--- src/rtl/lv1_lv2_bus_arbiter.sv ---
// Round-robin arbiter for the shared lv1-lv2 bus: a processor owner holds the bus, snoop/L2 sub-grants nest inside its tenure.
// Optional watchdog enabled by defining ARB_TIMEOUT_EN.
module lv1_lv2_bus_arbiter #(
    parameter int NUM_CORES      = 4,
    parameter int CORE_ID_WID    = 2,
    parameter int TIMEOUT_CYCLES = 1024,
    parameter int TIMEOUT_WID    = 11
) (
    input  logic                   clk,
    input  logic                   rst_n,
    input  logic [NUM_CORES-1:0]   bus_lv1_lv2_req_proc,
    output logic [NUM_CORES-1:0]   bus_lv1_lv2_gnt_proc,
    input  logic [NUM_CORES-1:0]   bus_lv1_lv2_req_snoop,
    output logic [NUM_CORES-1:0]   bus_lv1_lv2_gnt_snoop,
    input  logic                   bus_lv1_lv2_req_lv2,
    output logic                   bus_lv1_lv2_gnt_lv2,
    output logic                   bus_busy,
    output logic [CORE_ID_WID-1:0] owner_id,
    output logic                   err_timeout,
    output logic [1:0]             dbg_state_o
);

    // Handshake: a request is a level held by the requester; the grant is registered and stays
    // asserted while that level stays high. Dropping the level releases the grant one cycle later.
    typedef enum logic [1:0] {IDLE, PROC, SUB_SNOOP, SUB_LV2} state_t;

    state_t                 state_q, state_d;
    logic [NUM_CORES-1:0]   gnt_proc_q, gnt_proc_d, gnt_snoop_q, gnt_snoop_d;
    logic                   gnt_lv2_q, gnt_lv2_d, busy_q, busy_d, rel_q, rel_d;
    logic [CORE_ID_WID-1:0] owner_q, owner_d, proc_ptr_q, proc_ptr_d, snoop_ptr_q, snoop_ptr_d;
    logic [CORE_ID_WID:0]   proc_pick, snoop_pick;
    logic                   owner_req, sub_req, tmo_fire;

    // Returns {found, index} of the first set bit strictly after ptr, wrapping.
    function automatic logic [CORE_ID_WID:0] rr_pick(input logic [NUM_CORES-1:0] req,
                                                     input logic [CORE_ID_WID-1:0] ptr);
        logic                   found;
        logic [CORE_ID_WID-1:0] idx;
        int                     pos;
        found = 1'b0;
        idx   = '0;
        for (int k = 1; k <= NUM_CORES; k++) begin
            pos = (int'(ptr) + k) % NUM_CORES;
            if (!found && req[pos]) begin
                found = 1'b1;
                idx   = CORE_ID_WID'(pos);
            end
        end
        return {found, idx};
    endfunction

    assign proc_pick  = rr_pick(bus_lv1_lv2_req_proc, proc_ptr_q);
    assign snoop_pick = rr_pick(bus_lv1_lv2_req_snoop & ~gnt_proc_q, snoop_ptr_q);
    assign owner_req  = |(bus_lv1_lv2_req_proc & gnt_proc_q);
    assign sub_req    = (state_q == SUB_SNOOP) ? |(bus_lv1_lv2_req_snoop & gnt_snoop_q)
                                               : bus_lv1_lv2_req_lv2;

`ifdef ARB_TIMEOUT_EN
    logic [TIMEOUT_WID-1:0] tmo_cnt_q;
    logic                   err_q;

    assign tmo_fire = (state_q != IDLE) && (tmo_cnt_q == TIMEOUT_WID'(TIMEOUT_CYCLES - 1));

    always_ff @(posedge clk or negedge rst_n) begin
        if (!rst_n) begin
            tmo_cnt_q <= '0;
            err_q     <= 1'b0;
        end else begin
            if (tmo_fire)
                err_q <= 1'b1;
            if (state_q == IDLE || state_d != state_q)
                tmo_cnt_q <= '0;
            else
                tmo_cnt_q <= tmo_cnt_q + 1'b1;
        end
    end
    assign err_timeout = err_q;
`else
    logic unused_tmo_cfg;
    assign unused_tmo_cfg = (TIMEOUT_CYCLES > 0) ^ (TIMEOUT_WID > 0);
    assign tmo_fire       = 1'b0;
    assign err_timeout    = 1'b0;
`endif

    always_comb begin
        state_d     = state_q;
        gnt_proc_d  = gnt_proc_q;
        gnt_snoop_d = gnt_snoop_q;
        gnt_lv2_d   = gnt_lv2_q;
        busy_d      = busy_q;
        rel_d       = rel_q;
        owner_d     = owner_q;
        proc_ptr_d  = proc_ptr_q;
        snoop_ptr_d = snoop_ptr_q;
        case (state_q)
            IDLE: begin
                if (proc_pick[CORE_ID_WID]) begin
                    gnt_proc_d = NUM_CORES'(1) << proc_pick[CORE_ID_WID-1:0];
                    owner_d    = proc_pick[CORE_ID_WID-1:0];
                    proc_ptr_d = proc_pick[CORE_ID_WID-1:0];
                    busy_d     = 1'b1;
                    state_d    = PROC;
                end
            end
            PROC: begin
                if (!owner_req) begin
                    gnt_proc_d = '0;
                    owner_d    = '0;
                    busy_d     = 1'b0;
                    state_d    = IDLE;
                end else if (snoop_pick[CORE_ID_WID]) begin
                    gnt_snoop_d = NUM_CORES'(1) << snoop_pick[CORE_ID_WID-1:0];
                    snoop_ptr_d = snoop_pick[CORE_ID_WID-1:0];
                    state_d     = SUB_SNOOP;
                end else if (bus_lv1_lv2_req_lv2) begin
                    gnt_lv2_d = 1'b1;
                    state_d   = SUB_LV2;
                end
            end
            SUB_SNOOP, SUB_LV2: begin
                // An owner release during a sub-grant is remembered and honoured when the sub-grant ends.
                if (!owner_req)
                    rel_d = 1'b1;
                if (!sub_req) begin
                    gnt_snoop_d = '0;
                    gnt_lv2_d   = 1'b0;
                    rel_d       = 1'b0;
                    if (rel_q || !owner_req) begin
                        gnt_proc_d = '0;
                        owner_d    = '0;
                        busy_d     = 1'b0;
                        state_d    = IDLE;
                    end else begin
                        state_d = PROC;
                    end
                end
            end
            default: state_d = IDLE;
        endcase
        if (tmo_fire) begin
            gnt_proc_d  = '0;
            gnt_snoop_d = '0;
            gnt_lv2_d   = 1'b0;
            busy_d      = 1'b0;
            rel_d       = 1'b0;
            owner_d     = '0;
            proc_ptr_d  = owner_q;
            state_d     = IDLE;
        end
    end

    always_ff @(posedge clk or negedge rst_n) begin
        if (!rst_n) begin
            state_q     <= IDLE;
            gnt_proc_q  <= '0;
            gnt_snoop_q <= '0;
            gnt_lv2_q   <= 1'b0;
            busy_q      <= 1'b0;
            rel_q       <= 1'b0;
            owner_q     <= '0;
            proc_ptr_q  <= CORE_ID_WID'(NUM_CORES - 1);
            snoop_ptr_q <= CORE_ID_WID'(NUM_CORES - 1);
        end else begin
            state_q     <= state_d;
            gnt_proc_q  <= gnt_proc_d;
            gnt_snoop_q <= gnt_snoop_d;
            gnt_lv2_q   <= gnt_lv2_d;
            busy_q      <= busy_d;
            rel_q       <= rel_d;
            owner_q     <= owner_d;
            proc_ptr_q  <= proc_ptr_d;
            snoop_ptr_q <= snoop_ptr_d;
        end
    end

    assign bus_lv1_lv2_gnt_proc  = gnt_proc_q;
    assign bus_lv1_lv2_gnt_snoop = gnt_snoop_q;
    assign bus_lv1_lv2_gnt_lv2   = gnt_lv2_q;
    assign bus_busy              = busy_q;
    assign owner_id              = owner_q;
    assign dbg_state_o           = state_q;

endmodule

--- config.mk ---
export PLATFORM = sky130hd
export DESIGN_NAME = lv1_lv2_bus_arbiter
export DESIGN_NICKNAME = d
export VERILOG_FILES = /design/src/rtl/lv1_lv2_bus_arbiter.sv
export SDC_FILE = /design/constraint.sdc
export NUM_CORES = 1
export LEC_CHECK = 0
export CAP_MARGIN = 20
export CELL_PAD_IN_SITES_DETAIL_PLACEMENT = 1
export CELL_PAD_IN_SITES_GLOBAL_PLACEMENT = 2
export CORE_AREA = 4 4 64 66
export CTS_CLUSTER_DIAMETER = 40
export DETAILED_ROUTE_END_ITERATION = 7
export DIE_AREA = 0 0 68 70
export PLACE_DENSITY = 0.82
export SETUP_SLACK_MARGIN = 0.15
export SYNTH_ARGS = -nofsm -noshare
export SYNTH_HDL_FRONTEND = slang
export SYNTH_SLANG_ARGS = --single-unit
--- constraint.sdc ---
create_clock -name clk -period 2.8 [get_ports clk]
set_input_delay 0.56 -clock clk [delete_from_list [all_inputs] [get_ports clk]]
set_output_delay 0.56 -clock clk [all_outputs]
set_load 0.01 [all_outputs]
**Word level (Yosys, flattened, before mapping)**

Index checks and enable logic that the tools add are counted.

- RAM bits: 0
- Memory bits (read-only): 0
- Input port bits: 11
- Memories: 0
- Flip-flop bits (word level): 19
- Latch bits: 0

- Order comparisons: 8
- Muxes and demuxes: 74
- Equality and inequality tests: 13
- Reductions and logical operators: 34
- Shifts and indexed selects: 2
- $mul: 0
- Bitwise logic cells: 12
- Divide/modulo/power cells: 0
- Add/sub/neg operators: 8

Operator list:

| cell | number |
|---|---|
| $mux 1 | 36 |
| $mux 2 | 17 |
| $lt 3x4->1 const B | 8 |
| $mux 4 | 7 |
| $ne 2x2->1 const B | 9 |
| $reduce_or 2->1 | 9 |
| $bmux 1 s2 | 8 |
| $and 4x4->4 | 3 |
| $pmux 2 s3 | 2 |
| $pmux 4 s3 | 1 |
| $add 2x1->2 const B | 4 |
| $add 2x2->2 const B | 4 |
| $and 1x1->1 const A | 8 |
| $pmux 4 s2 | 1 |
| $reduce_and 4->1 | 2 |
| $reduce_or 4->1 | 2 |
| $shl 1x2->4 const A | 2 |
| $logic_not 1->1 | 7 |
| $logic_and 1x1->1 | 6 |
| $reduce_and 3->1 | 2 |
| $reduce_and 5->1 | 1 |
| $eq 2x2->1 const B | 2 |
| $ne 4x4->1 const B | 1 |
| $not 4->4 | 1 |
| other kinds (7) | 8 |

**Logic depth before layout (Yosys ltp)**

Gate-level depths: netlist of the first run.

- Word-level depth: 20
- Depth in mapped cells: 5

**Worst setup path before layout of the first run**

OpenSTA, ideal clock, no wires.

- Path kind: in2reg
- From: input port bus_lv1_lv2_req_snoop[0]
- To: register owner_q[0] (netlist: owner_id[0])
- Data arrival time: 1.503 ns
- Data required time: 2.679 ns
- Slack: 1.176 ns
- Cell stages on the path: 4
- Setup time: 0.121 ns
- Cell sequence: a22o_4 -> o311ai_4 -> nand3_4 -> a22o_1

- Cells in the longest elaborated chain, start to end: 5

RTL lines:

| element | line | source |
|---|---|---|
| start, declared | 13 | `input logic [NUM_CORES-1:0] bus_lv1_lv2_req_snoop,` |
| $and 4x4->4 | 55 | `assign sub_req = (state_q == SUB_SNOOP) ? \|(bus_lv1_lv2_req_snoop & gnt_snoop_q)` |
| $reduce_or 4->1 | 55 |  |
| $mux 1 | 55 |  |
| $ne 2x2->1 (no source line) | n/a |  |
| $reduce_and 4->1 (no source line) | n/a |  |
| end signal, assigned | 170 | `owner_q <= owner_d;` |
| end, declared | 30 | `logic [CORE_ID_WID-1:0] owner_q, owner_d, proc_ptr_q, proc_ptr_d, snoop_ptr_q, snoop_ptr_d;` |

No other way between the ends.
A chain may end at the register's enable or synchronous reset.

**Worst setup path after layout of the first run**

- From: register state_q[1] (netlist: dbg_state_o[1])
- To: output port dbg_state_o[1]

RTL lines:

| element | line | source |
|---|---|---|
| start, declared | 27 | `state_t state_q, state_d;` |
| start signal, assigned | 164 | `state_q <= state_d;` |
| end, declared | 20 | `output logic [1:0] dbg_state_o` |

No word-level cell between the ends.

==> results of run 1 <==
-- metal layers --
metal | global-route usage, % | part of all wire (%) | vias up
met5 | 0 | 0 | -
met3 | 3.698 | 3.1 | 2
met1 | 19.68 | 49 | 483
met2 | 21.73 | 48 | 14
met4 | 1.987 | 0.46 | 0
li1 | - | - | 455
-- where the power goes --
part | switching [uW] | internal [uW]
Combinational | 404 | 409
Sequential | 164 | 415
Clock | 85.8 | 54.3
-- cells in the final DEF (no fill, tap or decap), types with 3 or more instances in the layout --
cell and n:
a21o_1 3, a21oi_1 7, a22o_1 3, a32o_1 5, clkbuf_4 3, clkdlybuf4s50_1 24
dfrtp_1 15, dfstp_2 4, nand2_1 5, nand2b_1 9, nor2_1 4, nor2b_1 5
-- synthesized netlist by cell type, types with 2 or more instances --
library cell  number
dfrtp_1           15
nand2b_1           9
dfstp_2            4
nor2_1             4
and2_1             2
a21o_1             3
a22o_1             3
mux2i_1            2
nand2_1            5
o2bb2ai_1          2
a22oi_1            2
a32o_1             5
nor2b_1            5
a21oi_1            7
buf_4              2
o221ai_1           2
buf_2              2
-- cell families after synthesis --
group           synth area share [%]
simple gates                   18.45
buf+inv                        2.872
compound gates                 33.15
flops                          42.43
other cells                   0.3312
mux                            2.762
-- final cells by class --
cell class                 instances  area (um^2)  area share (%)
timing repair buffer              24        240.2           16.71
multi-input combinational         79        619.3           43.08
sequential                        19        480.5           33.42
inverter                           2        7.507          0.5222
tap                               48        60.06           4.178
clock inverter                     1        7.507          0.5222
clock buffer                       3        22.52           1.567
-- worst reg2reg max path, cell delays in order, from the launching register on --
cell	delay, ps
dfrtp_1	630
inv_2	120
o41ai_2	490
a21oi_1	180
a32o_1	250
-- registers in the layout, summed over array words and instances, names as in the netlist --
| name | flops |
|---|---|
| bus_lv1_lv2_gnt_snoop | 4 |
| rel_q | 1 |
| bus_busy | 1 |
| owner_id | 2 |
| snoop_ptr_q | 2 |
| proc_ptr_q | 2 |
| bus_lv1_lv2_gnt_proc | 4 |
| bus_lv1_lv2_gnt_lv2 | 1 |
| dbg_state_o | 2 |
-- metrics by stage --
step           hold slack [ps]  std cells  area, um^2
2_1_floorplan            264.4        104        1132
3_3_place_gp             465.6        172        1408
3_5_place_dp             473.5        172        1408
4_1_cts                  505.9        176        1438
5_1_grt                  549.1        176        1438
6_report                 496.7        176        1438
-- path summary, 6_finish.rpt --
path | startpoint | endpoint | slack (ps) | cells past startpoint
worst max register to register | dbg_state_o[1]$_DFFE_PN0P_ | bus_lv1_lv2_gnt_snoop[1]$_DFFE_PN0P_ | 1050 | 4
worst min-delay path | owner_id[1]$_DFFE_PN0P_ | owner_id[1]$_DFFE_PN0P_ | 500 | 1
worst max-delay path | dbg_state_o[1]$_DFFE_PN0P_ | dbg_state_o[1] | 700 | 1
max in group asynchronous | rst_n | bus_lv1_lv2_gnt_proc[3]$_DFFE_PN0P_ | 1540 | 1
worst min register to register | owner_id[1]$_DFFE_PN0P_ | owner_id[1]$_DFFE_PN0P_ | 500 | 1
min in group asynchronous | rst_n | bus_lv1_lv2_gnt_proc[0]$_DFFE_PN0P_ | 730 | 1
==> run metrics, run 1 <==
first-pass GRT wire length between 5000 and 6000 um; Clock Skew 10.13 ps; Rows 22; Critical Path Start Type flip-flop; Final Cycle Share between 70% and 80%; Total GRT Usage 13.98%; cts bufs inserted 3; synth unique cells 47; peak supply drop about 0.45 mV; crit-path cells clkdlybuf4s50_1; yosys warns 0; drt pass-1 iters 4; Setup WS post-layout 696.4 ps; vias in the first global route 1043; hold buffer count at CTS 0; Die Y approximately 70 um; crit path time final 2104 ps; Main synth FF type dfrtp_1; Initial Utilization 31.64%; Tightest Hold Check Type reg -> reg; data arrival time of the critical path 1540 ps; Mapped Cells 104; CP Buf/Inv Count 1; Reg clk slew, reported paths 120 ps; power per cell area approximately 1100 nW/um^2; die area 4760 um^2; TritonCTS clock tree done; largest net degree at the start of global routing 20; share of cells above drive strength 1 14.06%; Post-Syn Nets 115; DP HPWL 2448 um; Setup CP Type reg -> out; routability cong. 0.9003; clk buf depth 2; RSZ-0062 raised after global routing no; # diodes 0; DP Worst Slack 538.1 ps; critical path fanouts, max 10; IO buf count 24; Static Leak ~0.00058 uW; Root Driver clkbuf_4; final setup fails 0; Antenna Nets Post-Route 0; setup tns final 0 ps; final hold viol count 0; fin nets 140; grt ovf 0; Die X 68 um; Slew HR 43.68%; Layout fillers 411; DRC viols 0; Final Routed Wirelength roughly 3000 um; dominant cell type by area after synthesis dfrtp_1; status complete, no violations; initial detailed-routing violation count 22; worst-margin pin slew approximately 840 ps; Worst Setup End Kind primary output; Core ar. roughly 3600 um^2; vias per cell 5.420; Synth area leaders dfrtp_1 (33%), dfstp_2 (9.3%), nand2b_1 (5.0%); Via Count 954; fmax 0.4754 GHz; P&R area growth vs syn 26.96%; worst skew pair latency approximately 300 ps; Pwr Total 1533 uW; initial antenna violation count 0; synthesized cell area 1132 um^2; max capacitance violation total 0; Worst Path Required 2240 ps; WL per Instance between 15 and 20 um; htree depth 1; Max Slew Vio Count 0; EDFF count, synth 0; Worst path top cell family by delay flip-flops; Synth top area share 33.15%; post-synthesis sequential area ratio 42.43%; slowest CP cell dfrtp_1; Mapped Avg Cell Area 10.89 um^2; final core utilization 40.17%; IO Count 26; post-CTS setup buffers 0; post-synthesis register bit count 19; FFs w/ async S/R, synth 100.0%; clk sinks 19; slowest cell delay on critical path 630 ps; # resized after CTS 0
No activity file was read; power rests on OpenSTA's default activity.
==> inputs of run 2 (changes only) <==
--- a/config.mk
+++ b/config.mk
@@ -8,11 +8,11 @@
 export CAP_MARGIN = 20
 export CELL_PAD_IN_SITES_DETAIL_PLACEMENT = 1
 export CELL_PAD_IN_SITES_GLOBAL_PLACEMENT = 2
-export CORE_AREA = 4 4 64 66
+export CORE_AREA = 4 4 66 68
 export CTS_CLUSTER_DIAMETER = 40
 export DETAILED_ROUTE_END_ITERATION = 7
-export DIE_AREA = 0 0 68 70
-export PLACE_DENSITY = 0.82
+export DIE_AREA = 0 0 70 72
+export PLACE_DENSITY = 0.78
 export SETUP_SLACK_MARGIN = 0.15
 export SYNTH_ARGS = -nofsm -noshare
 export SYNTH_HDL_FRONTEND = slang
==> constraint.sdc (replaced) <==
create_clock -name clk -period 2.2 [get_ports clk]
set_input_delay 0.44 -clock clk [delete_from_list [all_inputs] [get_ports clk]]
set_output_delay 0.44 -clock clk [all_outputs]
set_load 0.01 [all_outputs]
==> run metrics, run 2 (same netlist as run 1, synthesis figures left out) <==
Placed Instance Area 1440 um^2 (+2.3%); Final Routed Wirelength 3113 um (+2.6%); Die Y 72 um (+2.9%); worst skew pair latency 260 ps (-40 ps); Via Count 971 (+1.8%); FF/Latch Area 480.5 um^2 (unchanged); Post-Place Cells 178 (+3.5%); Setup CP Type reg -> out; fmax 0.5246 GHz; Worst Setup End Kind primary output; Clock Skew 1.870 ps (-8.260 ps); cell area after layout 1486 um^2 (+3.4%); Setup WS post-layout 293.7 ps (-402.7 ps); IO Count 26 (unchanged); DRC viols 0 (unchanged); clk buf depth 2 (unchanged); status complete, no violations; Reg clk slew, reported paths 70 ps (-50 ps); Final Cycle Share 86.65%; slowest cell delay on critical path 620 ps (about the same); WL per Instance 17.10 um (-0.81%); post-CTS setup buffers 0 (unchanged); setup tns final 0 ps (unchanged); vias in the first global route 1086 (+4.1%); largest net degree at the start of global routing 20 (unchanged); Worst Path Required 1760 ps (-480 ps); fin nets 144 (+2.9%); power per cell area 1379 nW/um^2 (+29%); Core ar. 3856 um^2 (+7.8%); Slew HR 56.09% (+12 points); crit path time final 1906 ps; peak supply drop 0.5642 mV (+26%); data arrival time of the critical path 1470 ps (-70 ps); critical path fanouts, max 10 (unchanged); Critical Path Start Type flip-flop; worst-margin pin slew 653.5 ps (-188.5 ps); Antenna Nets Post-Route 0 (unchanged); hold path depth 1 (unchanged); initial antenna violation count 0 (unchanged); clk sinks 19 (unchanged); max capacitance violation total 0 (unchanged); hold buffer count at CTS 0 (unchanged); cts bufs inserted 3 (unchanged); Root Driver clkbuf_8; Layout fillers 450 (+9.5%); crit-path cells clkdlybuf4s50_1; Worst path top cell family by delay buffers and inverters; most frequent cells in the layout clkdlybuf4s50_1 (24), dfrtp_1 (15), nand2b_1 (9), a21oi_1 (7); commonest non-fill, non-tap cell in the layout clkdlybuf4s50_1; # resized after CTS 0 (unchanged); final setup fails 0 (unchanged); # diodes 0 (unchanged); R2R depth 4 (unchanged); htree depth 1 (unchanged); IO buf count 24 (unchanged); RSZ-0062 raised after global routing no; Initial Utilization 29.36% (-2.3 points); Crit path depth 1 (unchanged); TritonCTS clock tree done; Non-Filler Instances 182 (+3.4%); slowest CP cell clkdlybuf4s50_1; Max Slew Vio Count 0 (unchanged); die area 5040 um^2 (+5.9%); grt ovf 0 (unchanged); DP Worst Slack 62.65 ps (-475.4 ps); Die X 70 um (+2.9%); routability cong. 0.8256 (-8.3%); CP Buf/Inv Count 1 (unchanged); Tightest Hold Check Type reg -> reg; P&R area growth vs syn 31.27%; final hold viol count 0 (unchanged); drt pass-1 iters 4 (unchanged); share of cells above drive strength 1 16.67% (+2.6 points); vias per cell 5.335 (-1.6%); Static Leak 0.0006131 uW (+5.4%); first-pass GRT wire length 5402 um (+3.8%); initial detailed-routing violation count 20 (-9.1%); Rows 23 (+4.5%); DP HPWL 2455 um (+0.28%); Multi-input gate area 619.3 um^2 (unchanged); Total GRT Usage 13.46% (-0.52 points); WHS 484.8 ps (-11.92 ps)
==> run 2: cell type report <==
class	instances	share of cell area, %
Clock buffer	3	2.778
Clock inverter	1	0.3367
Inverter	2	0.5050
Multi-Input combinational cell	79	41.67
Sequential cell	19	32.32
Tap cell	50	4.209
Timing Repair Buffer	28	18.18
==> run 2: per-layer routing <==
layer | part of all wire, % | track usage, % | vias up
met3 | 3.1 | 2.355 | 8
met1 | 46 | 17.52 | 480
met2 | 49 | 21.93 | 21
li1 | - | - | 462
met4 | 2.3 | 6.170 | 0
met5 | 0 | 0 | -
==> run 2: final timing paths <==
kind                                       startpoint                              endpoint  slack [ps]
max                        dbg_state_o[0]$_DFFE_PN0P_                        dbg_state_o[0]         290
min                           owner_id[1]$_DFFE_PN0P_               owner_id[1]$_DFFE_PN0P_         480
max reg2reg                dbg_state_o[1]$_DFFE_PN0P_  bus_lv1_lv2_gnt_snoop[3]$_DFFE_PN0P_         560
min reg2reg                   owner_id[1]$_DFFE_PN0P_               owner_id[1]$_DFFE_PN0P_         480
max in group asynchronous                       rst_n             proc_ptr_q[0]$_DFFE_PN1P_        1430
min in group asynchronous                       rst_n   bus_lv1_lv2_gnt_proc[3]$_DFFE_PN0P_         510
==> run 2: power breakdown <==
group	switching, uW	internal (uW)
combinational	519	548
clock	121	126
sequential	206	530
total	846	1200
==> run 2: per-stage QoR <==
| step | power [uW] | utilization, % |
|---|---|---|
| after detailed placement | 1811 | 37.35 |
| after global routing | 2230 | 38.55 |
| after CTS | 2076 | 38.55 |
| after global placement | 1776 | 37.35 |
| final | 2050 | 38.55 |
| after floorplan | 1365 | - |
==> inputs of run 3 (changes only) <==
--- a/config.mk
+++ b/config.mk
@@ -12,6 +12,7 @@
 export CTS_CLUSTER_DIAMETER = 40
 export DETAILED_ROUTE_END_ITERATION = 7
 export DIE_AREA = 0 0 70 72
+export GPL_TIMING_DRIVEN = 0
 export PLACE_DENSITY = 0.78
 export SETUP_SLACK_MARGIN = 0.15
 export SYNTH_ARGS = -nofsm -noshare
==> run metrics, run 3 (same netlist as run 1, synthesis figures left out) <==
Layout fillers 440 (-2.2%); Setup CP Type in -> reg; IO Count 26 (unchanged); Die X 70 um (unchanged); Core ar. 3856 um^2 (unchanged); Critical Path Start Type input port; Via Count 981 (+1.0%); die area 5040 um^2 (unchanged); largest net degree at the start of global routing 20 (unchanged); Final Routed Wirelength 3192 um (+2.5%); IO buf count 24 (unchanged); Slew HR 40.58% (-16 points); initial detailed-routing violation count 36 (+80%); setup tns final 0 ps (unchanged); slowest cell delay on critical path 470 ps (-150 ps); Worst Path Required 2360 ps (+600 ps); slowest CP cell clkdlybuf4s50_1; post-CTS setup buffers 0 (unchanged); Initial Utilization 29.36% (unchanged); commonest non-fill, non-tap cell in the layout clkdlybuf4s50_1; critical path fanouts, max 4 (-6); vias in the first global route 1041 (-4.1%); hold buffer count at CTS 0 (unchanged); grt ovf 0 (unchanged); Clock Skew 4.154 ps (+2.284 ps); worst skew pair latency 260 ps (about the same); # diodes 0 (unchanged); Reg clk slew, reported paths 80 ps (about the same); max capacitance violation total 0 (unchanged); Final Cycle Share 86.38% (-0.28 points); RSZ-0062 raised after global routing no; worst-margin pin slew 888.5 ps (+234.9 ps); htree depth 1 (unchanged); share of cells above drive strength 1 16.67% (unchanged); # resized after CTS 0 (unchanged); vias per cell 5.390 (+1.0%); Total GRT Usage 13.63% (+0.17 points); first-pass GRT wire length 5423 um (+0.39%); P&R area growth vs syn 30.83%; crit path time final 1900 ps (-6.071 ps); fin nets 144 (unchanged); Tightest Hold Check Type reg -> reg; final hold viol count 0 (unchanged); DP Worst Slack 23.66 ps (-38.99 ps); DRC viols 0 (unchanged); initial antenna violation count 0 (unchanged); status complete, no violations; Root Driver clkbuf_8; power per cell area 1385 nW/um^2 (+0.44%); drt pass-1 iters 4 (unchanged); DP HPWL 2486 um (+1.3%); Worst Setup End Kind flip-flop; most frequent cells in the layout clkdlybuf4s50_1 (24), dfrtp_1 (15), nand2b_1 (9), a21oi_1 (7); final setup fails 0 (unchanged); routability cong. 0.7383 (-11%); Setup WS post-layout 299.7 ps (+6.071 ps); TritonCTS clock tree done; clk buf depth 2 (unchanged); cts bufs inserted 3 (unchanged); crit-path cells clkdlybuf4s50_1 > a22o_4 > o41ai_2 > a21oi_1 > a32o_1; WL per Instance 17.54 um (+2.5%); Max Slew Vio Count 0 (unchanged); Static Leak 0.0006134 uW (about the same); clk sinks 19 (unchanged); fmax 0.5262 GHz (+0.32%); Antenna Nets Post-Route 0 (unchanged); peak supply drop 0.5261 mV (-6.8%); Die Y 72 um (unchanged); Rows 23 (unchanged); data arrival time of the critical path 2060 ps (+590 ps)
run 3: cell types whose count changed in the layout (fill, tap and decap cells not counted):
cell | before | now
buf_2 | 0 | 2
buf_4 | 4 | 2
run 3: final cells by class:
cell class	instances	area, um^2	share of cell area [%]
clock inverters	1	5.005	0.3378
well taps	50	62.56	4.223
plain buffers	4	25.02	1.689
clock buffers	3	41.29	2.787
repair buffers	24	240.2	16.22
inverters	2	7.507	0.5068
flip-flops and latches	19	480.5	32.43
multi-input cells	79	619.3	41.81
run 3: per-layer routing:
| metal | up-vias | part of all wire [%] | global-route usage [%] |
|---|---|---|---|
| li1 | 466 | - | - |
| met1 | 495 | 46 | 18.02 |
| met2 | 16 | 49 | 22.25 |
| met3 | 4 | 3.9 | 3.463 |
| met4 | 0 | 0.97 | 3.830 |
| met5 | - | 0 | 0 |
run 3: final timing paths:
check / to / from / slack [ps] / cells after the start
setup / recovery: bus_lv1_lv2_gnt_snoop[2]$_DFFE_PN0P_ / bus_lv1_lv2_req_snoop[0] / 300 / 5
hold / removal: bus_busy$_DFFE_PN0P_ / bus_busy$_DFFE_PN0P_ / 490 / 1
setup reg to reg: bus_lv1_lv2_gnt_proc[3]$_DFFE_PN0P_ / proc_ptr_q[0]$_DFFE_PN1P_ / 530 / 4
hold reg to reg: bus_busy$_DFFE_PN0P_ / bus_busy$_DFFE_PN0P_ / 490 / 1
max in group asynchronous: dbg_state_o[0]$_DFFE_PN0P_ / rst_n / 980 / 1
min in group asynchronous: bus_lv1_lv2_gnt_snoop[0]$_DFFE_PN0P_ / rst_n / 680 / 1
run 3: metrics by stage:
step	power (uW)	instance area, um^2	utilization (%)	hold slack [ps]	cells
global placement	1760	1435	37.22	464.1	178
floorplan	1365	1132	-	144.4	104
finish	2052	1481	38.42	495.0	182
CTS	2066	1481	38.42	493.6	182
detailed placement	1803	1435	37.22	473.8	178
global route	2215	1481	38.42	540.4	182
run 3: power by group:
part | internal (uW) | leakage (uW) | switching [uW]
logic | 541 | 0.000350 | 568
clock network | 126 | 0.0000255 | 128
registers | 530 | 0.000238 | 159
run 3: critical path: cells and delay by family:
kind / cells / cell delay (ps)
AOI/OAI and AO/OA: 4 / 1140
buffers and inverters: 1 / 470
